<file path="config.mk">
export PLATFORM = sky130hd
export DESIGN_NAME = prog_loader_flat
export DESIGN_NICKNAME = d
export VERILOG_FILES = /design/src/rtl/prog_loader_if.sv /design/src/rtl/prog_loader.sv /design/src/flat_wrapper.sv
export SDC_FILE = /design/constraint.sdc
export NUM_CORES = 1
export LEC_CHECK = 0
export BUFFER_PORTS_ARGS = -buffer_cell sky130_fd_sc_hd__buf_2
export CORE_ASPECT_RATIO = 0.8
export CORE_MARGIN = 2
export CORE_UTILIZATION = 52
export DETAILED_ROUTE_END_ITERATION = 7
export PLACE_DENSITY = 0.81
export SETUP_SLACK_MARGIN = 0.02
export SYNTH_ARGS = -nofsm -noshare
export SYNTH_HDL_FRONTEND = slang
export SYNTH_SLANG_ARGS = --single-unit
</file>
<file path="constraint.sdc">
create_clock -name clk -period 2.7 [get_ports clk]
set_input_delay 0.135 -clock clk [delete_from_list [all_inputs] [get_ports clk]]
set_output_delay 0.135 -clock clk [all_outputs]
set_load 0.02 [all_outputs]
</file>
<file path="src/rtl/prog_loader_if.sv">
// Source stream handshake for the program loader.
//   s_valid : source word valid
//   s_data  : source instruction word (INST_W bits)
//   s_ready : loader accepts the word this cycle
// master = boot source / bench side, slave = loader side.
interface prog_loader_if #(
  parameter int INST_W = 32
) ();
  logic              s_valid;
  logic [INST_W-1:0] s_data;
  logic              s_ready;

  modport master (
    output s_valid,
    output s_data,
    input  s_ready
  );

  modport slave (
    input  s_valid,
    input  s_data,
    output s_ready
  );
endinterface

</file>
<file path="src/rtl/prog_loader.sv">
// Program loader: holds the core in reset, streams a program into
// instruction memory over a valid/ready handshake, optionally reads the
// memory back and checks it against the XOR checksum of the accepted
// words, then releases the core.
//
// Ports:
//   clk, sys_rst     : clock, synchronous active-high reset
//   start_i          : begin a session (sampled in IDLE only)
//   len_i            : word count for the session, legal 1..DEPTH
//   verify_en_i      : do readback verify after the load (latched at start)
//   src              : source stream (s_valid/s_data in, s_ready out)
//   mem_we_o         : instruction memory write enable
//   mem_addr_o       : instruction memory write/read address
//   mem_wdata_o      : instruction memory write data
//   mem_rdata_i      : instruction memory read data, 1 cycle after address
//   core_rst_o       : processor reset, active-high
//   busy_o           : session in progress
//   done_o           : one-cycle pulse at session end (pass or fail)
//   err_o            : sticky error, cleared by next accepted start
//   checksum_o       : XOR of all words accepted in the current session
//
// state      | meaning
// -----------+-----------------------------------------------------------
// ST_IDLE    | waiting for start; core_rst holds its last value
// ST_LOAD    | accepting words, one memory write per transfer
// ST_VERIFY  | reading memory back, XOR-accumulating against checksum
// ST_RELEASE | one cycle before dropping core_rst and pulsing done
module prog_loader #(
  parameter int INST_W = 32,
  parameter int DEPTH  = 16,
  parameter int ADDR_W = 4
) (
  input  logic              clk,
  input  logic              sys_rst,
  input  logic              start_i,
  input  logic [ADDR_W:0]   len_i,
  input  logic              verify_en_i,
  prog_loader_if.slave      src,
  output logic              mem_we_o,
  output logic [ADDR_W-1:0] mem_addr_o,
  output logic [INST_W-1:0] mem_wdata_o,
  input  logic [INST_W-1:0] mem_rdata_i,
  output logic              core_rst_o,
  output logic              busy_o,
  output logic              done_o,
  output logic              err_o,
  output logic [INST_W-1:0] checksum_o
);

  typedef enum logic [1:0] {
    ST_IDLE,
    ST_LOAD,
    ST_VERIFY,
    ST_RELEASE
  } state_e;

  localparam logic [ADDR_W:0] DEPTH_L = (ADDR_W+1)'(DEPTH);

  state_e            state_q;
  logic [ADDR_W:0]   len_q;
  logic              verify_q;
  // Counts accepted words in LOAD, issued read addresses in VERIFY.
  // One bit wider than the address so len=DEPTH ends without wrapping.
  logic [ADDR_W:0]   cnt_q;
  logic [INST_W-1:0] acc_q;
  logic [INST_W-1:0] checksum_q;
  logic              core_rst_q;
  logic              busy_q;
  logic              done_q;
  logic              err_q;
  logic              s_ready_q;

  logic              len_ok_d;
  logic              xfer_d;
  logic              last_load_d;
  logic              rd_issue_d;
  logic              verify_last_d;
  logic [INST_W-1:0] acc_d;

  assign len_ok_d      = (len_i != '0) && (len_i <= DEPTH_L);
  assign xfer_d        = s_ready_q && src.s_valid;
  assign last_load_d   = xfer_d && (cnt_q == len_q - 1'b1);
  assign rd_issue_d    = (state_q == ST_VERIFY) && (cnt_q < len_q);
  assign verify_last_d = (state_q == ST_VERIFY) && (cnt_q == len_q);
  // Read data for address cnt_q-1 is on mem_rdata_i whenever cnt_q != 0.
  assign acc_d         = acc_q ^ mem_rdata_i;

  always_ff @(posedge clk) begin
    if (sys_rst) begin
      state_q    <= ST_IDLE;
      len_q      <= '0;
      verify_q   <= 1'b0;
      cnt_q      <= '0;
      acc_q      <= '0;
      checksum_q <= '0;
      core_rst_q <= 1'b1;
      busy_q     <= 1'b0;
      done_q     <= 1'b0;
      err_q      <= 1'b0;
      s_ready_q  <= 1'b0;
    end else begin
      done_q <= 1'b0;
      unique case (state_q)
        ST_IDLE: begin
          if (start_i) begin
            if (len_ok_d) begin
              len_q      <= len_i;
              verify_q   <= verify_en_i;
              err_q      <= 1'b0;
              checksum_q <= '0;
              acc_q      <= '0;
              cnt_q      <= '0;
              core_rst_q <= 1'b1;
              busy_q     <= 1'b1;
              s_ready_q  <= 1'b1;
              state_q    <= ST_LOAD;
            end else begin
              // Rejected session: flag it and close it out immediately.
              err_q  <= 1'b1;
              done_q <= 1'b1;
            end
          end
        end

        ST_LOAD: begin
          if (xfer_d) begin
            checksum_q <= checksum_q ^ src.s_data;
            if (last_load_d) begin
              cnt_q     <= '0;
              s_ready_q <= 1'b0;
              state_q   <= verify_q ? ST_VERIFY : ST_RELEASE;
            end else begin
              cnt_q <= cnt_q + 1'b1;
            end
          end
        end

        ST_VERIFY: begin
          if (cnt_q != '0) begin
            acc_q <= acc_d;
          end
          if (verify_last_d) begin
            cnt_q <= '0;
            if (acc_d == checksum_q) begin
              state_q <= ST_RELEASE;
            end else begin
              // Mismatch: core stays in reset, session ends with error.
              err_q   <= 1'b1;
              done_q  <= 1'b1;
              busy_q  <= 1'b0;
              state_q <= ST_IDLE;
            end
          end else begin
            cnt_q <= cnt_q + 1'b1;
          end
        end

        ST_RELEASE: begin
          core_rst_q <= 1'b0;
          done_q     <= 1'b1;
          busy_q     <= 1'b0;
          state_q    <= ST_IDLE;
        end

        default: begin
          state_q <= ST_IDLE;
        end
      endcase
    end
  end

  // Write data is passed straight through from the source so a word is
  // written on the same cycle it is accepted.
  always_comb begin
    mem_addr_o = '0;
    if (state_q == ST_LOAD || rd_issue_d) begin
      mem_addr_o = cnt_q[ADDR_W-1:0];
    end
  end

  assign mem_we_o    = xfer_d;
  assign mem_wdata_o = xfer_d ? src.s_data : '0;

  assign src.s_ready = s_ready_q;
  assign core_rst_o  = core_rst_q;
  assign busy_o      = busy_q;
  assign done_o      = done_q;
  assign err_o       = err_q;
  assign checksum_o  = checksum_q;

endmodule

</file>
<file path="src/flat_wrapper.sv">
// flat-port wrapper written by rule: the top's interface ports become plain ports
module prog_loader_flat 
#(
  parameter int INST_W = 32,
  parameter int DEPTH  = 16,
  parameter int ADDR_W = 4
)
  (clk, sys_rst, start_i, len_i, verify_en_i, mem_we_o, mem_addr_o, mem_wdata_o, mem_rdata_i, core_rst_o, busy_o, done_o, err_o, checksum_o, src_s_valid, src_s_data, src_s_ready);
  prog_loader_if #(.INST_W(INST_W)) src_i ();
  input  logic clk;
  input  logic sys_rst;
  input  logic start_i;
  input  logic [ADDR_W:0] len_i;
  input  logic verify_en_i;
  output logic mem_we_o;
  output logic [ADDR_W-1:0] mem_addr_o;
  output logic [INST_W-1:0] mem_wdata_o;
  input  logic [INST_W-1:0] mem_rdata_i;
  output logic core_rst_o;
  output logic busy_o;
  output logic done_o;
  output logic err_o;
  output logic [INST_W-1:0] checksum_o;
  input wire logic [$bits(src_i.s_valid)-1:0] src_s_valid;
  input wire logic [$bits(src_i.s_data)-1:0] src_s_data;
  output wire logic [$bits(src_i.s_ready)-1:0] src_s_ready;
  assign src_i.s_valid = src_s_valid;
  assign src_i.s_data = src_s_data;
  assign src_s_ready = src_i.s_ready;
  prog_loader #(.INST_W(INST_W), .DEPTH(DEPTH), .ADDR_W(ADDR_W)) u_core (.clk(clk), .sys_rst(sys_rst), .start_i(start_i), .len_i(len_i), .verify_en_i(verify_en_i), .src(src_i), .mem_we_o(mem_we_o), .mem_addr_o(mem_addr_o), .mem_wdata_o(mem_wdata_o), .mem_rdata_i(mem_rdata_i), .core_rst_o(core_rst_o), .busy_o(busy_o), .done_o(done_o), .err_o(err_o), .checksum_o(checksum_o));
endmodule
</file>
==> qor.yml, run 1 <==
sta:
  tightest_slew_ns: 0.7178
  clock.fmax_mhz: 409.6
  final.min_clock_period_ns: 2.441
  setup_viol: 0
  fin_worst_skew_ns: 0.004322
  fin_crit_sh_pct: 90.42
  slew_headroom_pct: 52.15
  hold_viol_final: 0
  setup-tns-final_ns: 0
  finalMaxSlewViolations: 0
  rsz0062_at_grt: "no"
setup_path:
  r2r-end: "u_core.cnt_q[4]$_SDFFE_PP0P_"
  crit_path_max_fanout: 12
  rrSetupSlack_ns: 0.38
  start_kind: "flip-flop"
  crit_family: "flip-flops"
  path_common_cell: "o21ai_0"
  path_buf_inv: 1
  cpPeakStageDelay_ns: 0.61
  critPathRequiredTime_ns: 2.57
  worst-setup-path-type: "reg -> out"
  worstRegToRegCells: 7
  startpoint: "u_core.cnt_q[2]$_SDFFE_PP0P_"
  reg2reg_from: "u_core.cnt_q[2]$_SDFFE_PP0P_"
  cp_slowest_cell: "dfxtp_1"
  critical_path.cell_chain: "ha_1 > and3_2 > o21ai_0 > o21ai_0 > o31a_1 > nor2b_1 > buf_2"
  cp.depth: 7
  endpoint_kind: "output port"
  arrival_ns: 2.31
  endpoint: "mem_addr_o[2]"
pwr:
  p_sw_share_pct: 35.88
  power_frac_seq_pct: 32.2
  total_power_mw: 4.644
  intPower_mw: 2.977
  p_switching_mw: 1.666
  comb_power_share_pct: 34.9
  p_clk_share_pct: 32.9
  leakagePower_nw: 2.752
  power_density_nw_per_um2: 768.5
  max-vdd-ir-drop_v: 0.0004244
layout:
  final_nets: 812
  drive_gt1_share_pct: 25.72
  fill_cells: 772
  regArea_um2: 1642
  areaGrowthSynthToFinish_pct: 24.84
  multi_input_area_um2: 2978
floorplanning:
  core_um2: 9037
  fp.dieW_um: 111.9
  pin_count: 148
  num_rows: 31
  start_util_pct: 53.55
  die_h_um: 90.29
  die_area_um2: 10100
min_path:
  hp-class: "in -> reg"
job:
  maxCapViolCount: 0
logic_synthesis:
  ys_ff_latch: 82
  synth_largest_area_cell: "dfxtp_1"
  avgSynthCellArea_um2: 8.231
  ys_seq_area_share_pct: 33.92
  yosysWarnings: 0
  synthTopCellsByArea: "dfxtp_1 34%, xor2_1 12%, xnor2_1 6.7%"
  ys_types: 50
  synth_top_area_share_pct: 33.92
  synth_nets: 674
  synthesis.instances: 588
  async_flop_share_pct: 0
  synth_edf_count: 0
  dominantRegCellSynth: "dfxtp_1"
  synth_area_um2: 4840
clock_network:
  post_cts_resized: 0
  cts_tree: "yes"
  post-cts-setup-buffers: 0
  postCtsHoldBufs: 0
  cts_root_buf: "clkbuf_16"
  clock_sinks: 82
  cts_max_level: 3
  clkTransAtPathRegs_ns: 0.06
  clock_latency_ns: 0.33
  cts_buffers: 9
  cts_buffer_depth: 2
detailed_routing:
  routedWlPerCell_um: 16.68
  route.detailed.drc: 0
  totalWireLength_um: 14130
  via_per_inst: 5.619
  vias: 4759
  drtPass1Iterations: 5
  drt-initial-drc-count: 177
  drtAntennaViolNets: 0
global_routing:
  grt_pass1_wl_um: 22850
  grt_use_total_pct: 27.66
  grt_max_degree: 40
  overflow: 0
  grt_pass1_vias: 4709
  antenna_found_initial: 1
outcome:
  status: "complete, no violations"
placement:
  port-buffer-count: 147
  gp_congestion: 0.8675
  dp_hpwl_um: 10300
[cells by family after synthesis]
group | share of synthesized area (%)
multiplexers | 0.8273
buffers and inverters | 4.679
flip-flops | 33.92
AND/OR/NAND/NOR | 24.87
AO/OA/AOI/OAI | 13.60
XOR/XNOR | 19.00
adder cells (fa/ha/maj) | 3.102
[sequential cells by signal (all words and copies together), names as in the netlist]
signal / cells
u_core.acc_q: 32
u_core.checksum_o: 32
u_core.cnt_q: 5
u_core.len_q: 5
u_core.state_q: 2
u_core.busy_o: 1
u_core.core_rst_o: 1
u_core.done_o: 1
u_core.err_o: 1
u_core.src.s_ready: 1
u_core.verify_q: 1
[cell type report]
cell class / count / area share, %
multi-input combinational: 456 / 49.29
sequential: 82 / 27.17
timing repair buffer: 161 / 13.92
clock buffer: 10 / 3.955
tap: 115 / 2.381
clock inverter: 6 / 2.257
inverter: 16 / 0.9940
antenna: 1 / 0.04142
[cell usage after synthesis, drive strengths merged (2+ instances only)]
cell	count
nor2	87
dfxtp	82
xor2	68
a21oi	44
o21ai	37
xnor2	37
nand3	36
and3	35
nand3b	34
clkbuf	24
inv	16
ha	12
buf	9
nand2	9
nand4	8
nand2b	5
mux2i	4
nor4	4
o22ai	4
nor2b	3
o21a	3
a211oi	2
a22oi	2
a41o	2
nor3	2
o2bb2ai	2
or2	2
[per-stage QoR]
stage	cell area, um^2	hold slack, ns	setup slack (ns)	std cells	util (%)
finish	6042	0.08257	0.2588	847	66.86
global route	6042	0.08114	0.1452	847	66.86
CTS	6040	0.06967	0.2600	846	66.83
detailed placement	5664	0.4102	0.4199	830	62.67
global placement	5664	0.3730	0.5547	830	62.67
floorplan	4840	0.2736	0.6564	588	-
[cell usage in the layout (no fill, tap or decap), drive strengths merged, types with 34 or more instances in the layout]
master,n
a21oi,44
and3,35
buf,161
dfxtp,82
nand3,36
nand3b,34
nor2,87
o21ai,37
xnor2,37
xor2,68
[power by group through the flow]
stage | Clock [mW] | Combinational, mW | Sequential (mW)
6_report | 1.53 | 1.62 | 1.50
5_1_grt | 1.59 | 1.76 | 1.51
4_1_cts | 1.55 | 1.61 | 1.49
3_5_place_dp | 0 | 1.60 | 1.52
3_3_place_gp | 0 | 1.55 | 1.51
2_1_floorplan | 0 | 0.966 | 1.62
[worst reg2reg max path, stage by stage, from the launching register on]
cell and delay, ns:
dfxtp_1 0.61, ha_1 0.31, and3_2 0.20, a31oi_1 0.36, and3_1 0.21, a22oi_1 0.13
or2_1 0.27, o2bb2ai_1 0.15
[layer usage]
metal	up-vias	share of wire, %	routed length, um	global-route usage [%]
met4	0	2.1	291	8.230
met3	19	8.2	1154	6.242
met5	-	0	0	0
li1	2288	-	-	-
met1	2238	41	5831	34.13
met2	214	48	6854	48.28
[worst min-delay path by stage]
| stage | from | slack [ns] | end | cells after the start |
|---|---|---|---|---|
| after CTS | verify_en_i | 0.07 | u_core.verify_q$_SDFFE_PP0P_ | 3 |
| after global placement | verify_en_i | 0.37 | u_core.verify_q$_SDFFE_PP0P_ | 3 |
| final | verify_en_i | 0.08 | u_core.verify_q$_SDFFE_PP0P_ | 3 |
| after global routing | verify_en_i | 0.08 | u_core.verify_q$_SDFFE_PP0P_ | 3 |
| after floorplan | verify_en_i | 0.27 | u_core.verify_q$_SDFFE_PP0P_ | 2 |
| after detailed placement | verify_en_i | 0.41 | u_core.verify_q$_SDFFE_PP0P_ | 3 |
Power figures use the tool's default switching activity.
==> inputs of run 2 (changes only) <==
Settings changed: CELL_PAD_IN_SITES_DETAIL_PLACEMENT from default to 1, CELL_PAD_IN_SITES_GLOBAL_PLACEMENT from default to 1, CORE_UTILIZATION 52 to 38, PLACE_DENSITY 0.81 to default, PLACE_DENSITY_LB_ADDON from default to 0.1.
Clock period 2.7 ns to 2.5 ns, I/O delays scaled along.
==> run 2 against run 1 <==
First-iteration DRC count grew 15%. Power grew 0.76%. Critical path depth grew 1. Highest routed layer is now met5.
==> qor.yml, run 2 (same netlist as run 1, synthesis figures left out) <==
setup_path:
  critPathRequiredTime_ns: 2.38
  worst-setup-path-type: "reg -> out"
  crit_path_max_fanout: 5
  endpoint_kind: "output port"
  arrival_ns: 2.18
  path_buf_inv: 2
  cpPeakStageDelay_ns: 0.43
  crit_family: "compound AO/OA/AOI/OAI gates"
  start_kind: "flip-flop"
  critical_path.cell_chain: "inv_1 > ha_1 > and3_2 > o21ai_0 > o21ai_0 > o31a_1 > nor2b_1 > buf_2"
  path_common_cell: "o21ai_0"
  cp_slowest_cell: "dfxtp_1"
placement:
  port-buffer-count: 147
  place_area_um2: 5747
  gp_congestion: 0.8877
  dp.cells: 886
  pre_cts_slack_ns: 0.2243
  dp_hpwl_um: 11760
detailed_routing:
  drtPass1Iterations: 4
  drtAntennaViolNets: 0
  routedWlPerCell_um: 17.75
  vias: 4754
  via_per_inst: 5.271
  drt-initial-drc-count: 203
  totalWireLength_um: 16010
  route.detailed.drc: 0
layout:
  fill_cells: 1513
  drive_gt1_share_pct: 25.62
  layout_commonest_cell: "buf_2"
  areaGrowthSynthToFinish_pct: 24.79
  final_nets: 813
  fin_cells: 902
  design_area_um2: 6040
  final_cell_mix: "147 x buf_2, 86 x nor2_1, 81 x dfxtp_1"
global_routing:
  overflow: 0
  antenna_found_initial: 3
  grt_pass1_vias: 4994
  grt_pass1_wl_um: 25790
  grt_use_total_pct: 24.30
  grt_max_degree: 35
pwr:
  power_frac_seq_pct: 34.5
  leakagePower_nw: 2.717
  max-vdd-ir-drop_v: 0.0003627
  p_clk_share_pct: 27.7
  power_density_nw_per_um2: 774.7
  intPower_mw: 2.839
  p_switching_mw: 1.840
  comb_power_share_pct: 37.8
  p_sw_share_pct: 39.33
sta:
  whs_ns: 0.05940
  tightest_slew_ns: 0.6593
  fin_ws_ns: 0.1980
  fin_worst_skew_ns: 0.005706
  slew_headroom_pct: 56.05
  fin_crit_sh_pct: 92.08
  final.min_clock_period_ns: 2.302
  setup_viol: 0
  clock.fmax_mhz: 434.4
  hold_viol_final: 0
  rsz0062_at_grt: "no"
  finalMaxSlewViolations: 0
  setup-tns-final_ns: 0
floorplanning:
  num_rows: 36
  die_h_um: 104.9
  fp.dieW_um: 130.2
  start_util_pct: 39.36
  die_area_um2: 13660
  core_um2: 12300
  pin_count: 148
clock_network:
  clock_latency_ns: 0.35
  cts_buffer_depth: 2
  cts_root_buf: "clkbuf_16"
  cts_max_level: 3
  cts_buffers: 9
  clkTransAtPathRegs_ns: 0.06
  clock_sinks: 82
  cts_tree: "yes"
min_path:
  hp-class: "in -> reg"
outcome:
  status: "complete, no violations"
job:
  maxCapViolCount: 0
-- run 2: layout make-up --
type	count	area (um^2)	share of cell area, %
Antenna cell	1	2.502	0.04143
Sequential cell	82	1643	27.20
Timing Repair Buffer	162	863.3	14.29
Clock inverter	2	12.51	0.2072
Clock buffer	12	266.5	4.413
Tap cell	171	214.0	3.543
Multi-Input combinational cell	456	2978	49.31
Inverter	16	60.06	0.9944
-- run 2: per-layer routing --
metal / vias up / part of all wire [%] / track usage, %
li1: 2282 / - / -
met4: 2 / 1.3 / 6.068
met2: 112 / 48 / 41.44
met1: 2339 / 46 / 30.48
met5: - / 0.081 / 0
met3: 19 / 5.4 / 6.144
-- run 2: repair_timing --
action / in CTS / in global routing
endpoints found under the hold margin: 1 / 0
endpoints found under the setup margin: 0 / 4
setup buffers: 0 / 0
gates resized for setup: 0 / 1
hold buffers: 1 / 0
-- run 2: path summary, 6_finish.rpt --
check                                from                              to  slack [ns]  depth (start not counted)
max          u_core.len_q[2]$_SDFFE_PP0P_                   mem_addr_o[3]        0.20                          8
max reg2reg  u_core.len_q[0]$_SDFFE_PP0P_  u_core.state_q[1]$_SDFFE_PP0P_        0.22                          8
min reg2reg  u_core.acc_q[0]$_SDFFE_PP0P_    u_core.acc_q[0]$_SDFFE_PP0P_        0.50                          2
min                              len_i[2]    u_core.len_q[2]$_SDFFE_PP0P_        0.06                          3
-- run 2: metrics by stage --
step                util [%]  total power [mW]
floorplan                  -             2.798
global placement       46.73             3.362
detailed placement     46.73             3.412
CTS                    49.08             4.724
global route           49.11             4.963
finish                 49.11             4.679
-- run 2: tightest hold or removal path, delay by kind of cell --
kind	cells	cell delay (ns)
compound gates	1	0.06
simple gates	1	0.07
buf+inv	1	0.11
-- run 2: power by group through the flow --
stage                     logic, mW  clock network, mW  registers (mW)
after floorplan                1.04                  0            1.75
after global placement         1.73                  0            1.63
after detailed placement       1.77                  0            1.64
after CTS                      1.78               1.33            1.62
after global routing           1.94               1.38            1.64
final                          1.77               1.30            1.62
==> inputs of run 3 (changes only) <==
Settings changed: ABC_AREA from default to 1, CORE_UTILIZATION 38 to 36.
==> run 3 against run 2 <==
Design area rose by 7.4%. Register-to-register slack got worse by 0.03 ns. Critical path depth did not move. Setup slack got worse by 0.010 ns. Combinational power rose by 53%. Highest routed layer is now met4.
==> qor.yml, run 3 <==
placement:
  place_area_um2: 6185
  port-buffer-count: 147
  gp_congestion: 0.8558
  pre_cts_slack_ns: -0.004341
  dp_hpwl_um: 12900
setup_path:
  startpoint: "u_core.state_q[1]$_SDFFE_PP0P_"
  endpoint_kind: "flip-flop"
  arrival_ns: 2.54
  rrSetupSlack_ns: 0.19
  crit_path_max_fanout: 16
  r2r-end: "u_core.checksum_o[20]$_SDFFE_PP0P_"
  worst-setup-path-type: "reg -> reg"
  reg2reg_from: "u_core.state_q[1]$_SDFFE_PP0P_"
  start_kind: "flip-flop"
  worstRegToRegCells: 8
  endpoint: "u_core.checksum_o[20]$_SDFFE_PP0P_"
  critPathRequiredTime_ns: 2.73
pwr:
  max-vdd-ir-drop_v: 0.0003906
  power_density_nw_per_um2: 908.4
  leakagePower_nw: 3.370
  total_power_mw: 5.892
logic_synthesis:
  ys_ff_latch: 82
  ys_seq_area_share_pct: 30.83
  yosys.area_share.simple_pct: 33.11
  synthAdderAreaFrac_pct: 2.820
  avgSynthCellArea_um2: 6.294
  synth_edf_count: 0
  ys_types: 33
  synth_nets: 932
  synth_largest_area_cell: "dfxtp_1"
  async_flop_share_pct: 0
  synth_top_area_share_pct: 30.83
  synth_top_family_by_area: "simple AND/OR/NAND/NOR gates"
  dominantRegCellSynth: "dfxtp_1"
  synth_xor_area_share_pct: 1.316
  synth_common_cells: "220 x nand2_1, 168 x inv_1, 82 x dfxtp_1"
  muxShareOfSynthArea_pct: 0
  synth_compound_area_share_pct: 16.73
  synth_area_um2: 5325
  synthesis.instances: 846
  synthTopCellsByArea: "dfxtp_1 31%, nand2_1 16%, inv_1 12%"
  yosysWarnings: 0
  synth_most_common_cell: "nand2_1"
layout:
  layout_commonest_cell: "nand2_1"
  drive_gt1_share_pct: 21.07
  fin_util_pct: 45.21
  final_nets: 1069
  design_area_um2: 6486
  areaGrowthSynthToFinish_pct: 21.80
  final_cell_mix: "220 x nand2_1, 168 x inv_1, 147 x buf_2"
floorplanning:
  die_h_um: 112.8
  fp.dieW_um: 140.0
  pin_count: 148
  die_area_um2: 15790
  core_um2: 14350
  start_util_pct: 37.12
  num_rows: 39
sta:
  setup_viol: 0
  clock.fmax_mhz: 432.5
  hold_viol_final: 0
  whs_ns: 0.05849
  fin_worst_skew_ns: 0.005888
  fin_ws_ns: 0.1878
  rsz0062_at_grt: "no"
  fin_crit_sh_pct: 92.49
  finalMaxSlewViolations: 0
  tightest_slew_ns: 0.7489
  slew_headroom_pct: 50.07
  final.min_clock_period_ns: 2.312
clock_network:
  clkTransAtPathRegs_ns: 0.06
  clock_latency_ns: 0.35
  cts_max_level: 3
  clock_sinks: 82
  cts_root_buf: "clkbuf_16"
  post-cts-setup-buffers: 0
  cts_tree: "yes"
  cts_buffers: 9
  cts_buffer_depth: 2
job:
  maxCapViolCount: 0
global_routing:
  overflow: 0
  antenna_found_initial: 1
  grt_max_degree: 64
  grt_use_total_pct: 22.41
  grt_pass1_wl_um: 28460
  grt_pass1_vias: 5675
detailed_routing:
  top_layer_used: "met4"
  vias: 5759
  drtAntennaViolNets: 0
  route.detailed.drc: 0
  via_per_inst: 4.914
  wl_met3_um: 843
  totalWireLength_um: 17390
  drtPass1Iterations: 4
  m1WireLength_um: 9022
  routedWlPerCell_um: 14.84
  drt-initial-drc-count: 233
  wl_met2_um: 7296
outcome:
  status: "complete, no violations"
min_path:
  hp-class: "in -> reg"
[run 3: metrics by stage]
| stage | instances | TNS [ns] |
|---|---|---|
| floorplan | 846 | 0 |
| global placement | 1155 | 0 |
| detailed placement | 1155 | -0.008535 |
| CTS | 1171 | 0 |
| global route | 1172 | 0 |
| finish | 1172 | 0 |
[run 3: final cells by class]
type	count	area (um^2)
Fill cell	1984	7860
Multi-Input combinational cell	565	2885
Sequential cell	82	1642
Timing Repair Buffer	152	789.5
Inverter	173	650.6
Clock buffer	12	246.5
Tap cell	184	230.2
Clock inverter	3	40.04
Antenna cell	1	2.502
[run 3: worst min path at each step]
stage	startpoint	end	slack, ns	cells after the start
2_1_floorplan	src_s_data[15]	u_core.checksum_o[15]$_SDFFE_PP0P_	0.29	2
3_3_place_gp	src_s_data[19]	u_core.checksum_o[19]$_SDFFE_PP0P_	0.41	3
3_5_place_dp	src_s_data[15]	u_core.checksum_o[15]$_SDFFE_PP0P_	0.42	3
4_1_cts	src_s_data[0]	u_core.checksum_o[0]$_SDFFE_PP0P_	0.05	3
5_1_grt	src_s_data[25]	u_core.checksum_o[25]$_SDFFE_PP0P_	0.07	3
6_report	src_s_data[0]	u_core.checksum_o[0]$_SDFFE_PP0P_	0.06	3
[run 3: where the power goes]
group	internal (mW)	switching [mW]	leakage (nW)	total (mW)
registers	1.63	0.211	0.670	1.84
clock network	0.793	0.543	0.142	1.34
logic	0.849	1.86	2.56	2.71
[run 3: timing repair]
| item | CTS | global route |
|---|---|---|
| pin swaps | 1 | 0 |
| gates cloned | 1 | 0 |
| resized for setup | 0 | 1 |
| setup endpoints to repair | 16 | 30 |
| hold buffers | 0 | 0 |
[run 3: cell families after synthesis]
group,after synthesis
XOR/XNOR,8
flip-flops,82
AND/OR/NAND/NOR,399
buffers and inverters,200
adder cells (fa/ha/maj),12
AO/OA/AOI/OAI,145
[run 3: metal layers]
layer / vias up / GRT usage (%)
met5: - / 0
li1: 2974 / -
met2: 125 / 34.41
met3: 14 / 4.274
met4: 0 / 5.733
met1: 2646 / 32.42
[run 3: worst max-delay path, cell delays in order, from the launching register on]
cell	delay, ns
dfxtp_1	0.39
inv_1	0.09
ha_1	0.24
inv_1	0.33
o21ai_2	0.21
o21ai_4	0.24
clkinv_2	0.42
nand3_1	0.19
a21oi_1	0.08
